### config.mk
export PLATFORM = sky130hd
export DESIGN_NAME = div_unit
export DESIGN_NICKNAME = d
export VERILOG_FILES = /design/src/rtl/div_unit.sv
export SDC_FILE = /design/constraint.sdc
export NUM_CORES = 1
export LEC_CHECK = 0
export BUFFER_PORTS_ARGS = -buffer_cell sky130_fd_sc_hd__buf_4
export CAP_MARGIN = 10
export CORE_UTILIZATION = 49
export CTS_CLUSTER_SIZE = 28
export DETAILED_ROUTE_END_ITERATION = 8
export HOLD_SLACK_MARGIN = 0.03
export PLACE_DENSITY = 0.75
export SYNTH_ARGS = -nofsm -noshare
export SYNTH_HDL_FRONTEND = slang
export SYNTH_SLANG_ARGS = --single-unit
export TNS_END_PERCENT = 1
### constraint.sdc
create_clock -name clk -period 5.1 [get_ports clk]
set_input_delay 0.255 -clock clk [delete_from_list [all_inputs] [get_ports clk]]
set_output_delay 0.255 -clock clk [all_outputs]
set_load 0.03 [all_outputs]
### src/rtl/div_unit.sv
// div_unit: 32-bit signed/unsigned restoring divider, result {remainder, quotient}.
// Define DIV_RADIX4_EN to retire two quotient bits per cycle (16 iterations instead of 32).
module div_unit (
  input  logic        clk,
  input  logic        rst,
  input  logic        start_div,
  input  logic        signed_div,
  input  logic [31:0] div_srca,
  input  logic [31:0] div_srcb,
  input  logic        annul,
  output logic        div_ready,
  output logic [63:0] div_result
);
  typedef enum logic [1:0] {IDLE, ZERO, BUSY, DONE} state_t;
`ifdef DIV_RADIX4_EN
  localparam logic [4:0] LAST = 5'd15;
`else
  localparam logic [4:0] LAST = 5'd31;
`endif
  state_t      state_q, state_d;
  logic [4:0]  cnt_q, cnt_d;
  logic [63:0] rq_q, rq_d, result_q, result_d, fin;
  logic [31:0] dvs_q, dvs_d;
  logic        neg_q_q, neg_q_d, neg_r_q, neg_r_d;
  logic        accept;
  logic [32:0] a_ext, b_ext, a_mag, b_mag;

  // rq holds {partial remainder, dividend bits still being shifted out / quotient bits shifted in}
  function automatic logic [63:0] step(input logic [63:0] rq, input logic [31:0] d);
    logic [32:0] sh, df;
    sh = rq[63:31];
    df = sh - {1'b0, d};
    return df[32] ? {sh[31:0], rq[30:0], 1'b0} : {df[31:0], rq[30:0], 1'b1};
  endfunction

  always_ff @(posedge clk) begin
    if (rst) begin
      state_q  <= IDLE;
      cnt_q    <= '0;
      rq_q     <= '0;
      dvs_q    <= '0;
      neg_q_q  <= 1'b0;
      neg_r_q  <= 1'b0;
      result_q <= '0;
    end else begin
      state_q  <= state_d;
      cnt_q    <= cnt_d;
      rq_q     <= rq_d;
      dvs_q    <= dvs_d;
      neg_q_q  <= neg_q_d;
      neg_r_q  <= neg_r_d;
      result_q <= result_d;
    end
  end

  always_comb begin
    state_d = state_q;
    case (state_q)
      IDLE:    state_d = start_div ? (div_srcb == 32'd0 ? ZERO : BUSY) : IDLE;
      ZERO:    state_d = DONE;
      BUSY:    state_d = cnt_q == LAST ? DONE : BUSY;
      default: state_d = IDLE;
    endcase
    if (annul) state_d = IDLE;
  end

  assign accept = state_q == IDLE && start_div && !annul;
  assign a_ext  = {signed_div & div_srca[31], div_srca};
  assign b_ext  = {signed_div & div_srcb[31], div_srcb};
  assign a_mag  = a_ext[32] ? -a_ext : a_ext;
  assign b_mag  = b_ext[32] ? -b_ext : b_ext;
`ifdef DIV_RADIX4_EN
  assign fin = step(step(rq_q, dvs_q), dvs_q);
`else
  assign fin = step(rq_q, dvs_q);
`endif

  always_comb begin
    cnt_d    = cnt_q;
    rq_d     = rq_q;
    dvs_d    = dvs_q;
    neg_q_d  = neg_q_q;
    neg_r_d  = neg_r_q;
    result_d = result_q;
    if (accept) begin
      cnt_d   = '0;
      rq_d    = {32'd0, a_mag[31:0]};
      dvs_d   = b_mag[31:0];
      neg_q_d = a_ext[32] ^ b_ext[32];
      neg_r_d = a_ext[32];
    end
    if (state_q == BUSY && !annul) begin
      rq_d  = fin;
      cnt_d = cnt_q + 5'd1;
      if (cnt_q == LAST)
        result_d = {neg_r_q ? -fin[63:32] : fin[63:32], neg_q_q ? -fin[31:0] : fin[31:0]};
    end
    if (state_q == ZERO && !annul) result_d = '0;
  end

  assign div_ready  = state_q == DONE && !annul;
  assign div_result = result_q;
endmodule

==> reports/results.ini, run 1 <==
[run_status]
status=completed

[cts]
cts-htree-levels=4
clock_tree_from_tritoncts=done
skew_pair_late_insertion_delay_ns=0.45
cts.sink_count=169
cts_buffers=17
clk_pin_slew_worst_paths_ns=0.09
clock_tree.root_cell=sky130_fd_sc_hd__clkbuf_16
holdBufCountCts=0
max-clock-path-buffers=2

[floorplanning]
die_width_um=157.3
initial_core_utilization=0.5020
row_count=56
floorplan.core_area_um2=23540
top_level_ports=134
die_ar_um2=24740
die-height_um=157.3

[routing]
detail_route.iter0.violations=1496
total_detailed_routing_wirelength_mm=36.84
first_pass_detailed_route_iteration_total=6
via_count=12294
vias_per_cell=6.123
avgRoutedWirePerCell_um=18.35
antenna_left=0
route.detailed.drc=0

[power_and_ir_drop]
p_seq_frac=0.401
p_comb_frac=0.199
netSwitchingFraction=0.3395
p_int_mw=2.286
clock_network_power_share=0.400
powerDensity_nw_per_um2=252.7
p_total_mw=3.460
power.ir.vdd_worst_uv=178.4
power.net_switching_mw=1.175
leakage_nw=5.223

[logic_synthesis]
synth_area_per_cell_um2=7.400
postSynthRegisterBits=169
ys_async_sr_fraction=0
synthesis.instances=1597
number_of_nets_produced_by_synthesis=1710
yosys_warnings=0
mappedNetlistArea_um2=11820
yosys_most_used_dff=sky130_fd_sc_hd__dfxtp_1
synth-seq-area-share=0.2863
yosys.cell_types.count=77
synth-edff-count=0

[timing]
sum_neg_setup_slack_ns=0
hold_ws_ns=0.04145
slew_violations=0
slew_headroom=0.3126
hold_violations=0
period_minus_ws_final_ns=4.731
clock-skew-final_ns=0.02098
finalSetupViolations=0
post-route-period-util=0.9277
tightest_slew_ns=1.030
maximum_frequency_from_static_timing_analysis_mhz=211.4
grt_setup_unrepaired=no

[setup_path]
crit_path_start_kind=register
crit_path_top_delay_cell=sky130_fd_sc_hd__o41ai_1
criticalPathCategory=reg2reg
worstPathArrival_ns=5.06
cpPeakStageDelay_ns=0.56
critPathTopFamily=compound AO/OA/AOI/OAI gates
cp_cell_sequence=inv_1 > ha_1 > fa_1 > nor2b_1 > o21a_1 > o2111ai_2 > a21oi_4 > nor3_4 > nor2_8 > inv_2 > buf_4 > nand2_1 > o21ai_0 > inv_1 > ha_1 > nor3b_1 > a21boi_0 > a32oi_1 > o41ai_1 > nor2_1 > a221o_1
cp.buffers_inverters=4
type_of_element_capturing_the_critical_path=register
critical_path.max_fanout=12
critPathRequiredTime_ns=5.43

[grt]
grt_overflow=0
grt_start_max_net_pins=85
number_of_global_route_vias_before_repair=10585
overall_routing_resource_usage=0.2949
initial_antenna_violation_count=0
first_pass_grt_wire_length_mm=57.51

[placed_design]
gp_congestion=0.9347
dpl.hpwl_mm=27.48
port_buffers=133
dp_cells=1975

[layout]
final_cell_count_no_fill=2008
finish.net_count=1789
finish.utilization=0.5816
flow.area_growth_from_synthesis_pct=15.87
leading_cell_types_in_the_layout_fill_and_taps_excluded=sky130_fd_sc_hd__nand2_1 (192), sky130_fd_sc_hd__dfxtp_1 (169), sky130_fd_sc_hd__nor2_1 (168)
antenna_cells_inserted=0
drive_gt1_frac=0.1308
layout_commonest_cell=sky130_fd_sc_hd__nand2_1

[run]
maxCapViolations=0

[worst_hold_path]
path_category_of_the_worst_min_delay_check=in2reg

[area by class of cell]
class,count,area (µm²)
clock buffers,17,425.4
clock inverters,15,214.0
fillers,2262,9849
inverters,51,191.4
multi-input cells,1280,7901
flip-flops and latches,169,3383
well taps,319,399.1
repair buffers,157,1179
[cell families after synthesis]
| family | after synthesis | synth area share |
|---|---|---|
| AOI/OAI and AO/OA | 489 | 0.2700 |
| xor gates and xnor gates | 111 | 0.08227 |
| adders and majority gates | 44 | 0.04722 |
| buffers and inverters | 148 | 0.04934 |
| DFF | 169 | 0.2863 |
| muxes | 22 | 0.01938 |
| and+or+nand+nor | 614 | 0.2455 |
[through the flow]
step | setup WS [ns] | area (µm²)
after CTS | 0.09023 | 13660
after detailed placement | 0.1599 | 13020
after global placement | 0.2999 | 13020
after floorplan | 0.1288 | 11820
final | 0.3690 | 13690
after global routing | 0.02883 | 13690
[metal layers]
| layer | up-vias | global-route usage | part of all wire |
|---|---|---|---|
| met5 | - | 0 | 0 |
| met4 | 0 | 0.06889 | 0.014 |
| met3 | 39 | 0.05039 | 0.093 |
| met2 | 572 | 0.4197 | 0.41 |
| met1 | 5685 | 0.4526 | 0.48 |
| li1 | 5998 | - | - |
[worst reg2reg max path, cell delays in order (launching register included)]
cell and delay, ns:
sky130_fd_sc_hd__dfxtp_1 0.43, sky130_fd_sc_hd__inv_1 0.09, sky130_fd_sc_hd__ha_1 0.24, sky130_fd_sc_hd__fa_1 0.40, sky130_fd_sc_hd__nor2b_1 0.20, sky130_fd_sc_hd__o21a_1 0.23
sky130_fd_sc_hd__o2111ai_2 0.24, sky130_fd_sc_hd__a21oi_4 0.26, sky130_fd_sc_hd__nor3_4 0.12, sky130_fd_sc_hd__nor2_8 0.10, sky130_fd_sc_hd__inv_2 0.04, sky130_fd_sc_hd__buf_4 0.16
sky130_fd_sc_hd__nand2_1 0.06, sky130_fd_sc_hd__o21ai_0 0.11, sky130_fd_sc_hd__inv_1 0.08, sky130_fd_sc_hd__ha_1 0.24, sky130_fd_sc_hd__nor3b_1 0.26, sky130_fd_sc_hd__a21boi_0 0.27
sky130_fd_sc_hd__a32oi_1 0.14, sky130_fd_sc_hd__o41ai_1 0.56, sky130_fd_sc_hd__nor2_1 0.10, sky130_fd_sc_hd__a221o_1 0.27
[power by group through the flow]
stage	combinational [mW]	clock, mW	sequential, mW
final	0.690	1.38	1.39
after floorplan	0.467	0	1.40
after detailed placement	0.667	0	1.42
after global routing	0.751	1.45	1.39
after CTS	0.672	1.39	1.39
after global placement	0.661	0	1.41
[Yosys cell counts (14+ instances only)]
master	number	area (µm²)
sky130_fd_sc_hd__nand2_1	193	724.4
sky130_fd_sc_hd__mux2i_1	15	150.1
sky130_fd_sc_hd__or3_1	28	175.2
sky130_fd_sc_hd__nor4_1	21	131.4
sky130_fd_sc_hd__nand3_1	65	325.3
sky130_fd_sc_hd__a211oi_1	52	390.4
sky130_fd_sc_hd__o41ai_1	15	131.4
sky130_fd_sc_hd__xor2_1	67	586.8
sky130_fd_sc_hd__o31ai_1	25	187.7
sky130_fd_sc_hd__clkbuf_1	79	296.5
sky130_fd_sc_hd__nor2_1	170	638.1
sky130_fd_sc_hd__nor3_1	29	145.1
sky130_fd_sc_hd__o21a_1	17	127.6
sky130_fd_sc_hd__dfxtp_1	169	3383
sky130_fd_sc_hd__o21ai_0	93	465.5
sky130_fd_sc_hd__nand4_1	17	106.4
sky130_fd_sc_hd__ha_1	43	538.0
sky130_fd_sc_hd__and2_1	16	100.1
sky130_fd_sc_hd__o211ai_1	17	127.6
sky130_fd_sc_hd__a21oi_1	113	565.5
sky130_fd_sc_hd__a31oi_1	60	375.4
sky130_fd_sc_hd__inv_1	50	187.7
sky130_fd_sc_hd__a21o_1	14	105.1
sky130_fd_sc_hd__xnor2_1	44	385.4
[flip-flops by register name, indices dropped and copies added, names as in the netlist]
name        cells
neg_q_q         1
cnt_q           5
state_q         2
dvs_q          32
rq_q           64
div_result     64
neg_r_q         1
[path summary, 6_finish.rpt]
check / start / end / slack (ns) / cells past startpoint
hold / removal: annul / state_q[1] / 0.04 / 2
setup reg to reg: rq_q[31] / div_result[52] / 0.37 / 21
hold reg to reg: div_result[38] / div_result[38] / 0.45 / 2
setup / recovery: rq_q[31] / div_result[52] / 0.37 / 21
[repair_timing]
action / CTS / global route
endpoints found under the setup margin: 0 / 10
resized for setup: 0 / 5
buffers inserted: 0 / 1
Power figures use the tool's default switching activity.
==> run 2: changes to the inputs <==
Settings changed: ABC_AREA set to 1, PLACE_DENSITY 0.75 to 0.72.
Clock period 5.1 ns to 5.89 ns, I/O delays scaled along.
==> run 2 against run 1 <==
Clock skew down 0.0048 ns. Register-to-register slack better by 1.3 ns. Critical path depth up 6. Worst hold slack better by 0.099 ns. Global-route usage up 0.82 points. Utilization down 1.2 points. Sequential share of layout area down 1.1 points. Synthesized cell count up 30%. Design area up 4.8%. Setup slack better by 1.3 ns. Combinational power down 5.5%. Largest cell class unchanged.
==> reports/results.ini, run 2 <==
[run_status]
status=completed  ; unchanged

[power_and_ir_drop]
powerDensity_nw_per_um2=211.7  ; was 252.7 nW/µm²
leakage_nw=7.166  ; was 5.223 nW
power.ir.vdd_worst_uv=172.3  ; was 178.4 µV

[setup_path]
worst_r2r_path_depth=27  ; was 21
crit-reg2reg-capture=div_result[30]  ; was div_result[52]
cpPeakStageDelay_ns=0.39  ; was 0.56 ns
critPathRequiredTime_ns=6.22  ; was 5.43 ns
worstPathArrival_ns=4.50  ; was 5.06 ns
cp.buffers_inverters=5  ; was 4
critPathTopFamily=simple AND/OR/NAND/NOR gates  ; was compound AO/OA/AOI/OAI gates
crit_path_start_kind=register  ; unchanged
type_of_element_capturing_the_critical_path=register  ; unchanged
reg_to_reg_startpoint=rq_q[31]  ; unchanged
crit_path_top_delay_cell=sky130_fd_sc_hd__dfxtp_1  ; was sky130_fd_sc_hd__o41ai_1
critical_path.max_fanout=7  ; was 12
ff2ff_setup_slack_ns=1.72  ; was 0.37 ns
criticalPathCategory=reg2reg  ; unchanged

[layout]
final_cell_count_no_fill=2500  ; was 2008
nFillCells=2511  ; was 2262
flow.area_growth_from_synthesis_pct=14.18  ; was 15.87%
multi_input_logic_area_um2=7811  ; was 7901 µm²
drive_gt1_frac=0.1175  ; was 0.1308
finish.net_count=2270  ; was 1789
finish.utilization=0.5700  ; was 0.5816
seq_area_um2=3383  ; unchanged
antenna_cells_inserted=0  ; unchanged
layout_commonest_cell=sky130_fd_sc_hd__nand2_1  ; unchanged
leading_cell_types_in_the_layout_fill_and_taps_excluded=sky130_fd_sc_hd__nand2_1 (602), sky130_fd_sc_hd__inv_1 (270), sky130_fd_sc_hd__nor2_1 (216)  ; was sky130_fd_sc_hd__nand2_1 (192), sky130_fd_sc_hd__dfxtp_1 (169), sky130_fd_sc_hd__nor2_1 (168)

[routing]
first_pass_detailed_route_iteration_total=6  ; unchanged
detail_route.iter0.violations=1237  ; was 1496
route.detailed.drc=0  ; unchanged
avgRoutedWirePerCell_um=15.79  ; was 18.35 µm
vias_per_cell=5.358  ; was 6.123
via_count=13395  ; was 12294
antenna_left=0  ; unchanged
total_detailed_routing_wirelength_mm=39.47  ; was 36.84 mm

[timing]
slew_headroom=0.3024  ; was 0.3126
worst_slack_ns=1.718  ; was 0.3690 ns
slew_violations=0  ; unchanged
grt_setup_unrepaired=no  ; unchanged
tightest_slew_ns=1.045  ; was 1.030 ns
maximum_frequency_from_static_timing_analysis_mhz=239.7  ; was 211.4 MHz
finalSetupViolations=0  ; unchanged
clock-skew-final_ns=0.01617  ; was 0.02098 ns
post-route-period-util=0.7083  ; was 0.9277
sum_neg_setup_slack_ns=0  ; unchanged
hold_violations=0  ; unchanged
period_minus_ws_final_ns=4.172  ; was 4.731 ns

[cts]
cts.sink_count=169  ; unchanged
cts-htree-levels=4  ; unchanged
post_cts_setup_bufs=0  ; unchanged
skew_pair_late_insertion_delay_ns=0.45  ; about the same
cts_buffers=17  ; unchanged
max-clock-path-buffers=2  ; unchanged
holdBufCountCts=0  ; unchanged
clk_pin_slew_worst_paths_ns=0.07  ; was 0.09 ns
clock_tree.root_cell=sky130_fd_sc_hd__clkbuf_16  ; unchanged
cts.repair.resized=0  ; unchanged
clock_tree_from_tritoncts=done  ; unchanged

[logic_synthesis]
synth_most_common_cell=sky130_fd_sc_hd__nand2_1  ; unchanged
number_of_nets_produced_by_synthesis=2184  ; was 1710
synth_top_cells_by_area=sky130_fd_sc_hd__dfxtp_1 (27%), sky130_fd_sc_hd__nand2_1 (18%), sky130_fd_sc_hd__inv_1 (8.1%)  ; was sky130_fd_sc_hd__dfxtp_1 (29%), sky130_fd_sc_hd__nand2_1 (6.1%), sky130_fd_sc_hd__nor2_1 (5.4%)
mappedNetlistArea_um2=12570  ; was 11820 µm²
ys_async_sr_fraction=0  ; unchanged
synth-edff-count=0  ; unchanged
synthesis.instances=2071  ; was 1597
synth-seq-area-share=0.2691  ; was 0.2863
yosys.area.top_type_share=0.2691  ; was 0.2863
yosys_warnings=0  ; unchanged
yosys_most_used_dff=sky130_fd_sc_hd__dfxtp_1  ; unchanged
synthTopCellsByCount=sky130_fd_sc_hd__nand2_1 (602), sky130_fd_sc_hd__inv_1 (271), sky130_fd_sc_hd__nor2_1 (219)  ; was sky130_fd_sc_hd__nand2_1 (193), sky130_fd_sc_hd__nor2_1 (170), sky130_fd_sc_hd__dfxtp_1 (169)
synth_area_per_cell_um2=6.070  ; was 7.400 µm²
synth_largest_area_cell=sky130_fd_sc_hd__dfxtp_1  ; unchanged
yosys.cell_types.count=52  ; was 77
postSynthRegisterBits=169  ; unchanged

[floorplanning]
die-height_um=162.2  ; was 157.3 µm
top_level_ports=134  ; unchanged
die_width_um=162.2  ; was 157.3 µm
floorplan.core_area_um2=25180  ; was 23540 µm²
row_count=58  ; was 56
initial_core_utilization=0.4992  ; was 0.5020
die_ar_um2=26300  ; was 24740 µm²

[grt]
overall_routing_resource_usage=0.3032  ; was 0.2949
grt_overflow=0  ; unchanged
first_pass_grt_wire_length_mm=62.82  ; was 57.51 mm
initial_antenna_violation_count=0  ; unchanged
number_of_global_route_vias_before_repair=11939  ; was 10585
grt_start_max_net_pins=81  ; was 85

[placed_design]
dpl.hpwl_mm=30.41  ; was 27.48 mm
dp_slack_ns=1.725  ; was 0.1599 ns
dp_cells=2468  ; was 1975
port_buffers=133  ; unchanged
gp_congestion=0.9417  ; was 0.9347

[worst_hold_path]
worst_hold_path.num_cells=3  ; was 2
path_category_of_the_worst_min_delay_check=in2reg  ; unchanged
hold-path-endpoint=dvs_q[31]  ; was state_q[1]
worstHoldStart=div_srcb[31]  ; was annul

[run]
maxCapViolations=0  ; unchanged

run 2: tightest hold or removal path: cells and delay by family:
kind / cells / cell delay, ns
buffers and inverters: 1 / 0.12
AOI/OAI and AO/OA: 1 / 0.05
and+or+nand+nor: 1 / 0.07
run 2: how the worst max path moves through the flow:
stage / start / slack (ns) / depth (start not counted) / end
2_1_floorplan: rq_q[31] / 1.96 / 29 / div_result[30]
3_3_place_gp: rq_q[31] / 1.83 / 27 / div_result[30]
3_5_place_dp: rq_q[31] / 1.72 / 27 / div_result[30]
4_1_cts: rq_q[31] / 1.73 / 27 / div_result[30]
5_1_grt: rq_q[31] / 1.24 / 27 / div_result[30]
6_report: rq_q[31] / 1.72 / 27 / div_result[30]
run 2: where the power goes:
part	leakage (nW)	switching, mW	internal [mW]
Combinational	5.50	0.438	0.214
Sequential	1.37	0.0333	1.17
Clock	0.297	0.561	0.621
run 2: area by class of cell:
class | count | share of cell area
clock buffers | 18 | 0.03060
clock inverters | 14 | 0.01220
inverters | 280 | 0.07322
multi-input cells | 1545 | 0.5442
flip-flops and latches | 169 | 0.2357
well taps | 330 | 0.02877
repair buffers | 144 | 0.07531
run 2: cell families after synthesis:
logic type / count (synthesis) / share of synthesized area
AND/OR/NAND/NOR: 1075 / 0.3665
AO/OA/AOI/OAI: 364 / 0.1646
buffers and inverters: 357 / 0.1122
flip-flops: 169 / 0.2691
XOR/XNOR: 62 / 0.04320
adder cells (fa/ha/maj): 44 / 0.04439
run 2: metal layers:
layer / global-route usage / up-vias / wire length, µm
li1: - / 6837 / -
met1: 0.4201 / 6077 / 18780
met2: 0.4861 / 422 / 17580
met3: 0.03166 / 59 / 1950
met4: 0.1076 / 0 / 1156
met5: 0 / - / 0
run 2: metrics by stage:
stage / cell area (µm²) / hold slack, ns / power [mW]
3_5_place_dp: 13740 / 0.4617 / 1.872
3_3_place_gp: 13740 / 0.4502 / 1.867
4_1_cts: 14350 / 0.1341 / 3.042
2_1_floorplan: 12570 / 0.4370 / 1.673
5_1_grt: 14350 / 0.1391 / 3.176
6_report: 14350 / 0.1403 / 3.038
